===== config.mk =====
export PLATFORM = sky130hd
export DESIGN_NAME = uart_rx
export DESIGN_NICKNAME = d
export VERILOG_FILES = /design/src/rtl/uart_rx.sv
export SDC_FILE = /design/constraint.sdc
export NUM_CORES = 1
export LEC_CHECK = 0
export CELL_PAD_IN_SITES_DETAIL_PLACEMENT = 1
export CELL_PAD_IN_SITES_GLOBAL_PLACEMENT = 1
export CORE_ASPECT_RATIO = 0.9
export CORE_MARGIN = 3
export CORE_UTILIZATION = 45
export CTS_BUF_LIST = sky130_fd_sc_hd__clkbuf_16
export CTS_CLUSTER_DIAMETER = 200
export CTS_CLUSTER_SIZE = 28
export DETAILED_ROUTE_END_ITERATION = 8
export PLACE_DENSITY_LB_ADDON = 0.12
export RECOVER_POWER = 50
export SETUP_SLACK_MARGIN = 0.5
export SLEW_MARGIN = 10
export SYNTH_ARGS = -nofsm -noshare
export SYNTH_HDL_FRONTEND = slang
export SYNTH_SLANG_ARGS = --single-unit

===== constraint.sdc =====
create_clock -name clk -period 2.18 [get_ports clk]
set_input_delay 0.327 -clock clk [delete_from_list [all_inputs] [get_ports clk]]
set_output_delay 0.327 -clock clk [all_outputs]
set_load 0.005 [all_outputs]

===== src/rtl/uart_rx.sv =====
// 8N1 UART receiver: 2-flop synchronizer, mid-bit sampling FSM, byte out with valid/frame_error strobes.
// Latency: strobe is high the cycle after the stop sample, 2 + CPB/2 + 9*CPB posedges after rx_s1 sees the start edge.
// Backpressure: none; valid is a one-cycle pulse and data holds until the next good frame.
module uart_rx #(
    parameter int CLOCKS_PER_BIT = 10
) (
    input  logic       clk,
    input  logic       rst,
    input  logic       rx,
    output logic [7:0] data,
    output logic       valid,
    output logic       frame_error,
    output logic       busy
);

    localparam int CW = $clog2(CLOCKS_PER_BIT);
    localparam logic [CW-1:0] HALF_LAST = CW'(CLOCKS_PER_BIT / 2 - 1);
    localparam logic [CW-1:0] BIT_LAST  = CW'(CLOCKS_PER_BIT - 1);

    localparam logic [2:0] S_IDLE      = 3'd0;
    localparam logic [2:0] S_START     = 3'd1;
    localparam logic [2:0] S_DATA      = 3'd2;
    localparam logic [2:0] S_STOP      = 3'd3;
    localparam logic [2:0] S_WAIT_HIGH = 3'd4;

    logic          rx_s1_q, rx_s1_d;
    logic          rx_s2_q, rx_s2_d;
    logic [2:0]    state_q, state_d;
    logic [CW-1:0] cnt_q, cnt_d;
    logic [2:0]    idx_q, idx_d;
    logic [7:0]    sh_q, sh_d;
    logic [7:0]    data_q, data_d;
    logic          valid_q, valid_d;
    logic          fe_q, fe_d;

    always_comb begin
        rx_s1_d = rx;
        rx_s2_d = rx_s1_q;
        state_d = state_q;
        cnt_d   = cnt_q;
        idx_d   = idx_q;
        sh_d    = sh_q;
        data_d  = data_q;
        valid_d = 1'b0;
        fe_d    = 1'b0;

        case (state_q)
            S_IDLE: begin
                if (!rx_s2_q) begin
                    state_d = S_START;
                    cnt_d   = '0;
                end
            end
            S_START: begin
                if (cnt_q == HALF_LAST) begin
                    cnt_d = '0;
                    // A start bit that is no longer low at its midpoint was a glitch.
                    if (!rx_s2_q) begin
                        state_d = S_DATA;
                        idx_d   = 3'd0;
                    end else begin
                        state_d = S_IDLE;
                    end
                end else begin
                    cnt_d = cnt_q + CW'(1);
                end
            end
            S_DATA: begin
                if (cnt_q == BIT_LAST) begin
                    cnt_d = '0;
                    sh_d  = {rx_s2_q, sh_q[7:1]};
                    if (idx_q == 3'd7) begin
                        state_d = S_STOP;
                    end else begin
                        idx_d = idx_q + 3'd1;
                    end
                end else begin
                    cnt_d = cnt_q + CW'(1);
                end
            end
            S_STOP: begin
                if (cnt_q == BIT_LAST) begin
                    cnt_d = '0;
                    // Leave at mid stop bit so a back-to-back start edge is not missed.
                    if (rx_s2_q) begin
                        data_d  = sh_q;
                        valid_d = 1'b1;
                        state_d = S_IDLE;
                    end else begin
                        fe_d    = 1'b1;
                        state_d = S_WAIT_HIGH;
                    end
                end else begin
                    cnt_d = cnt_q + CW'(1);
                end
            end
            S_WAIT_HIGH: begin
                if (rx_s2_q) begin
                    state_d = S_IDLE;
                end
            end
            default: begin
                state_d = S_IDLE;
            end
        endcase
    end

    always_ff @(posedge clk) begin
        if (!rst) begin
            rx_s1_q <= 1'b1;
            rx_s2_q <= 1'b1;
            state_q <= S_IDLE;
            cnt_q   <= '0;
            idx_q   <= 3'd0;
            sh_q    <= 8'h00;
            data_q  <= 8'h00;
            valid_q <= 1'b0;
            fe_q    <= 1'b0;
        end else begin
            rx_s1_q <= rx_s1_d;
            rx_s2_q <= rx_s2_d;
            state_q <= state_d;
            cnt_q   <= cnt_d;
            idx_q   <= idx_d;
            sh_q    <= sh_d;
            data_q  <= data_d;
            valid_q <= valid_d;
            fe_q    <= fe_d;
        end
    end

    assign data        = data_q;
    assign valid       = valid_q;
    assign frame_error = fe_q;
    assign busy        = (state_q != S_IDLE);

endmodule

==> metrics.md, run 1 <==
| Metric | Value |
|---|---|
| Status | `complete, no violations` |
| Clock insertion delay at the later pin of the skew report | `0.27 ns` |
| Synthesized area per cell | `9.28 sq um` |
| Core area | `2790 sq um` |
| H-tree levels | `2` |
| Slew HR | `50.5%` |
| Main flop type after synthesis | `dfxtp_1` |
| Reg2Reg Setup Slack | `0.42 ns` |
| Dpl hpwl | `around 2.0 mm` |
| Vias in the first global route | `between 1000 and 1500` |
| CTS Sinks | `30` |
| Clk Tree Root Cell | `clkbuf_16` |
| Synthesized instance count | `145` |
| CP startpoint kind | `register` |
| Diodes inserted | `0` |
| Cell area after layout | `1660 sq um` |
| Top cell type's share of synthesized area | `44.6%` |
| Max-slew violation count | `0` |
| Internal power | `about 0.00098 W` |
| Yosys reg bits | `30` |
| Fillers | `342` |
| Num CTS Buffers | `5` |
| GPL Wtd Cong | `around 0.81` |
| Die footprint | `3680 sq um` |
| F_max | `568 MHz` |
| Sequential power share | `a little under half` |
| Hold Fails Final Rpt | `0` |
| Gr ovfl total | `0` |
| Max VDD drop | `0.000528 V` |
| Hold path cells | `1` |
| Antenna viol nets, final | `0` |
| Hold Path Sink | `rx_s2_q$_SDFF_PN1_` |
| Syn nets | `around 150` |
| Synthesis warning total | `0` |
| CTS max path bufs | `2` |
| Crit path arrival time | `~1.9 ns` |
| Commonest non-fill, non-tap cells in the layout | `dfxtp_1, nand2_1, nand3_1, a21oi_1, nor2_1` |
| Net count, final | `170` |
| PortBufs | `13` |
| HP Class | `reg2reg` |
| Dpl cell area | `1490 sq um` |
| Largest net degree at the start of global routing | `24` |
| Sw frac | `20.8%` |
| Synth-to-layout area growth | `23.1%` |
| Fin crit share | `80.8%` |
| Die Width | `63.7 um` |
| Required @ worst endpoint | `2.30 ns` |
| Chip height | `roughly 58 um` |
| Final min period | `1.76 ns` |
| WL/cell | `16.0 um` |
| Most common cell after layout, fill and taps aside | `dfxtp_1` |
| Vias | `~1100` |
| First-pass GRT wire length | `around 5 mm` |
| Vias/cell | `5.50` |
| Final Non-Filler Cells | `203` |
| Nature of the critical path endpoint | `register` |
| Final setup fails | `0` |
| CTS tree | `done` |
| Drt pass-1 iters | `4` |
| Mapped cell area | `1350 sq um` |
| Dpl cells | `about 190` |
| Final TNS setup | `0 ns` |
| Max Fanout on Critical Path | `8` |
| Pwr dens | `about 740 nW/um^2` |
| Final core utilization | `59.4%` |
| Clock slew at reported path FFs | `~0.05 ns` |
| Clock skew | `0.00351 ns` |
| Routed wire length | `3.25 mm` |
| Leakage power | `0.691 nW` |
| Distinct cells, synth | `34` |
| DRT iter0 DRCs | `56` |
| R2R depth | `7` |
| Async S/R FF share, synth | `0%` |
| RSZ-0062 raised after global routing | `no` |
| Number of synthesized flops with an enable pin | `0` |
| Critical R2R Capture | `sh_q[6]$_SDFFE_PN0P_` |
| Drt drc | `0` |
| Gr usage total | `18.2%` |
| Hold path startpoint | `rx_s1_q$_SDFF_PN1_` |
| Reg-to-reg startpoint | `cnt_q[1]$_SDFFE_PN0P_` |
| Synth area leaders | `dfxtp_1, mux2i_1, nand3_1` |
| Layout cells sized above 1 | `12.9%` |
| Clock power share | `51.4%` |
| Setup Crit Path Kind | `reg2reg` |
| Worst-Margin Slew | `approximately 0.74 ns` |
| Sequential area share after synthesis | `44.6%` |
| Combinational share of power | `3.1%` |
| Post-synth top area cell | `dfxtp_1` |
| Maxcap violations | `0` |
| CTS Hold Bufs | `0` |
| Initial antenna violation count | `0` |
| Initial Util | `48.2%` |
| Row cnt | `18` |
| IO Pins | `14` |
| Psw | `approximately 0.00026 W` |
| Hold Slack | `just over 0.4 ns` |
## synthesized netlist by cell type (all sizes together), types with 2 or more instances
| master | n |
|---|---|
| nand4b | 2 |
| mux2i | 11 |
| nor3b | 2 |
| clkbuf | 2 |
| ha | 5 |
| inv | 4 |
| nand3 | 15 |
| a31oi | 3 |
| nand2 | 17 |
| nand2b | 3 |
| a21oi | 14 |
| buf | 6 |
| nand3b | 5 |
| nor2 | 14 |
| nor3 | 2 |
| dfxtp | 30 |
## state kept, by name, indices dropped and copies added (netlist names)
signal / count
data: 8
sh_q: 8
cnt_q: 4
idx_q: 3
state_q: 3
frame_error: 1
rx_s1_q: 1
rx_s2_q: 1
valid: 1
## repair_timing
| item | 4_1_cts | 5_1_grt |
|---|---|---|
| pin swaps | 0 | 0 |
| buffers inserted | 0 | 2 |
| gates resized for setup | 5 | 1 |
| endpoints found under the setup margin | 9 | 11 |
| cloned | 0 | 1 |
## power by group through the flow
stage | registers [W] | logic [W] | clock network [W]
3_3_place_gp | 0.000570 | 0.0000382 | 0
3_5_place_dp | 0.000570 | 0.0000401 | 0
2_1_floorplan | 0.000566 | 0.0000313 | 0
4_1_cts | 0.000559 | 0.0000392 | 0.000644
6_report | 0.000560 | 0.0000381 | 0.000634
5_1_grt | 0.000560 | 0.0000427 | 0.000686
## kinds of logic after synthesis
kind of cell	count (synthesis)	share of synthesized area, %
buffers and inverters	12	4.93
muxes	11	8.18
DFF	30	44.6
and+or+nand+nor	66	28.4
AOI/OAI and AO/OA	21	9.20
adders and majority gates	5	4.65
## worst max-delay path by stage
stage                     cells past startpoint              endpoint  slack [ns]               startpoint
after floorplan                               7  data[0]$_SDFFE_PN0P_        0.82    cnt_q[1]$_SDFFE_PN0P_
after global placement                        4  data[7]$_SDFFE_PN0P_        0.40  state_q[1]$_SDFFE_PN0P_
after detailed placement                      4  data[2]$_SDFFE_PN0P_        0.33  state_q[1]$_SDFFE_PN0P_
after CTS                                     5  data[5]$_SDFFE_PN0P_        0.49    cnt_q[0]$_SDFFE_PN0P_
after global routing                          7  sh_q[3]$_SDFFE_PN0P_        0.33    cnt_q[1]$_SDFFE_PN0P_
final                                         7  sh_q[6]$_SDFFE_PN0P_        0.42    cnt_q[1]$_SDFFE_PN0P_
## cell type report
cell class,count,area (sq um),area share (%)
well taps,40,50.0,3.02
repair buffers,17,151,9.13
inverters,4,15.0,0.906
clock buffers,5,125,7.55
flip-flops and latches,30,607,36.6
clock inverters,3,12.5,0.755
multi-input cells,104,697,42.0
## metal layers
layer / wire length [um] / global-route usage (%) / part of all wire, %
met5: 0 / 0 / 0
met4: 91 / 7.69 / 2.8
met3: 101 / 6.40 / 3.1
met2: 1600 / 29.9 / 49
met1: 1460 / 21.7 / 45
## critical path, cell delays in order, from the launching register on
cell and delay, ns:
dfxtp_1 0.33, inv_1 0.10, ha_1 0.17, and4b_4 0.34, clkbuf_1 0.28, nand2_2 0.19, nand2_1 0.13, a21oi_1 0.06
## metrics by stage
stage / setup WS [ns] / total power (W)
6_report: 0.419 / 0.00123
4_1_cts: 0.486 / 0.00124
5_1_grt: 0.329 / 0.00129
2_1_floorplan: 0.818 / 0.000597
3_5_place_dp: 0.331 / 0.000610
3_3_place_gp: 0.400 / 0.000608
Power figures use the tool's default switching activity.
==> run 2, diff against run 1 <==
--- a/config.mk
+++ b/config.mk
@@ -9,7 +9,7 @@
 export CELL_PAD_IN_SITES_GLOBAL_PLACEMENT = 1
 export CORE_ASPECT_RATIO = 0.9
 export CORE_MARGIN = 3
-export CORE_UTILIZATION = 45
+export CORE_UTILIZATION = 42
 export CTS_BUF_LIST = sky130_fd_sc_hd__clkbuf_16
 export CTS_CLUSTER_DIAMETER = 200
 export CTS_CLUSTER_SIZE = 28
==> constraint.sdc (replaced) <==
create_clock -name clk -period 1.75 [get_ports clk]
set_input_delay 0.2625 -clock clk [delete_from_list [all_inputs] [get_ports clk]]
set_output_delay 0.2625 -clock clk [all_outputs]
set_load 0.005 [all_outputs]
==> run 2 against run 1 <==
  * Fmax up 14%
  * First-iteration DRC count is 20% higher
  * Clock skew up 0.0013 ns
  * Sequential share of layout area decreased by 3.6 points
  * Clock power up 22%
  * Utilization is 3.7 points higher
  * Combinational power rose by 77%
  * Via count increased by 5.8%
  * Worst setup slack worse by 0.22 ns
  * Cell count is 3.4% higher
  * Sequential cell count did not move
  * Register-to-register slack worse by 0.22 ns
==> metrics.md, run 2 (same netlist as run 1, synthesis figures left out) <==
| Metric | Value |
|---|---|
| Psw | `0.000321 W` |
| Vias/cell | `about 5.6` |
| Slew HR | `68.7%` |
| Vias | `1181` |
| Row cnt | `18` |
| H-tree levels | `2` |
| Die Width | `65.7 um` |
| Combinational share of power | `4.4%` |
| Core area | `2910 sq um` |
| Maxcap violations | `0` |
| Clk Tree Root Cell | `clkbuf_16` |
| Status | `complete, no violations` |
| Crit path largest cell delay | `approximately 0.47 ns` |
| Max VDD drop | `0.000516 V` |
| Final worst slack | `0.203 ns` |
| Vias in the first global route | `1281` |
| IO Pins | `14` |
| Clock insertion delay at the later pin of the skew report | `0.27 ns` |
| Chip height | `~60 um` |
| Worst Path Buf+Inv | `2` |
| Antenna viol nets, final | `0` |
| Final total power | `0.00153 W` |
| WL/cell | `19.8 um` |
| Initial antenna violation count | `0` |
| Clock power share | `50.4%` |
| Num CTS Buffers | `5` |
| First-pass GRT wire length | `6.13 mm` |
| Hold Fails Final Rpt | `0` |
| HP Class | `reg2reg` |
| CTS tree | `done` |
| Slowest cell on crit path | `dfxtp_1` |
| F_max | `~650 MHz` |
| Final setup fails | `0` |
| Crit path arrival time | `1.72 ns` |
| Clock slew at reported path FFs | `0.05 ns` |
| Pwr dens | `837 nW/um^2` |
| Most common cell after layout, fill and taps aside | `dfxtp_1` |
| Final min period | `1.55 ns` |
| CP startpoint kind | `register` |
| Crit path cell chain | `and4b_4, buf_6, buf_6, nand2_8, nand2_2, a21oi_1` |
| CTS max path bufs | `2` |
| Sw frac | `between 20% and 30%` |
| Diodes inserted | `0` |
| GPL Wtd Cong | `approximately 0.79` |
| Final TNS setup | `0 ns` |
| Layout cells sized above 1 | `29.4%` |
| Gr ovfl total | `0` |
| CTS Sinks | `30` |
| Required @ worst endpoint | `1.92 ns` |
| Final core utilization | `63.1%` |
| Drt drc | `0` |
| Routed wire length | `4.16 mm` |
| Worst-Margin Slew | `approximately 0.47 ns` |
| DRT iter0 DRCs | `67` |
| Die footprint | `between 3000 and 4000 sq um` |
| Largest net degree at the start of global routing | `18` |
| Hold Slack | `0.427 ns` |
| Crit path top cell by count | `buf_6` |
| Internal power | `0.00121 W` |
| PortBufs | `13` |
| Max-slew violation count | `0` |
| Max Fanout on Critical Path | `8` |
| Drt pass-1 iters | `4` |
| Initial Util | `between 40% and 50%` |
| CTS Hold Bufs | `0` |
| RSZ-0062 raised after global routing | `yes` |
| Fin crit share | `88.4%` |
| Setup Crit Path Kind | `reg2reg` |
| Nature of the critical path endpoint | `register` |
| Post-Place Setup Slack | `0.201 ns` |
| Commonest non-fill, non-tap cells in the layout | `dfxtp_1, nand3_1, nor2_1` |
| Dpl hpwl | `2.09 mm` |
| Sequential power share | `45.3%` |
| Leakage power | `0.743 nW` |
| Clock skew | `0.00482 ns` |
| Net count, final | `179` |
| Top Family by Delay on Critical Path | `simple AND/OR/NAND/NOR gates` |
| Synth-to-layout area growth | `36.2%` |
| Gr usage total | `21.0%` |
-- run 2: changes by cell type in the layout (fill, tap and decap cells not counted), sizes merged --
cell,previous run,this run
dlygate4sd2,1,10
buf,2,11
clkinv,2,1
clkbuf,7,8
dlygate4sd3,11,1
inv,5,4
-- run 2: area by class of cell --
cell class / instances / area, sq um
clock buffer: 5 / 125
multi-input combinational: 104 / 812
tap: 40 / 50.0
clock inverter: 1 / 3.75
fill: 328 / 1070
sequential: 30 / 606
timing repair buffer: 26 / 221
inverter: 4 / 15.0
-- run 2: final timing paths --
path                         start                    to  slack (ns)  cells past startpoint
max          cnt_q[2]$_SDFFE_PN0P_  sh_q[0]$_SDFFE_PN0P_        0.20                      6
min             rx_s1_q$_SDFF_PN1_    rx_s2_q$_SDFF_PN1_        0.43                      1
max reg2reg  cnt_q[2]$_SDFFE_PN0P_  sh_q[0]$_SDFFE_PN0P_        0.20                      6
min reg2reg     rx_s1_q$_SDFF_PN1_    rx_s2_q$_SDFF_PN1_        0.43                      1
-- run 2: power groups by stage --
stage / clock, W / combinational, W / sequential, W
2_1_floorplan: 0 / 0.0000397 / 0.000704
3_3_place_gp: 0 / 0.0000555 / 0.000706
3_5_place_dp: 0 / 0.0000577 / 0.000706
4_1_cts: 0.000782 / 0.0000618 / 0.000694
5_1_grt: 0.000813 / 0.0000730 / 0.000694
6_report: 0.000773 / 0.0000674 / 0.000694
-- run 2: metal layers --
layer | global-route usage, % | vias to the layer above | part of all wire, %
met5 | 0 | - | 0
met4 | 10.9 | 0 | 4.4
met3 | 4.70 | 12 | 2.9
met2 | 36.0 | 30 | 50
met1 | 24.7 | 579 | 42
li1 | - | 560 | -
-- run 2: what timing repair did --
item,4_1_cts,5_1_grt
cloned,1,0
setup endpoints to repair,37,29
buffers inserted,7,1
resized for setup,20,23
pin swaps,5,16
-- run 2: stage by stage --
step / instances / area [sq um]
finish: 210 / 1830
global route: 210 / 1830
CTS: 209 / 1750
detailed placement: 195 / 1550
global placement: 195 / 1550
floorplan: 145 / 1380
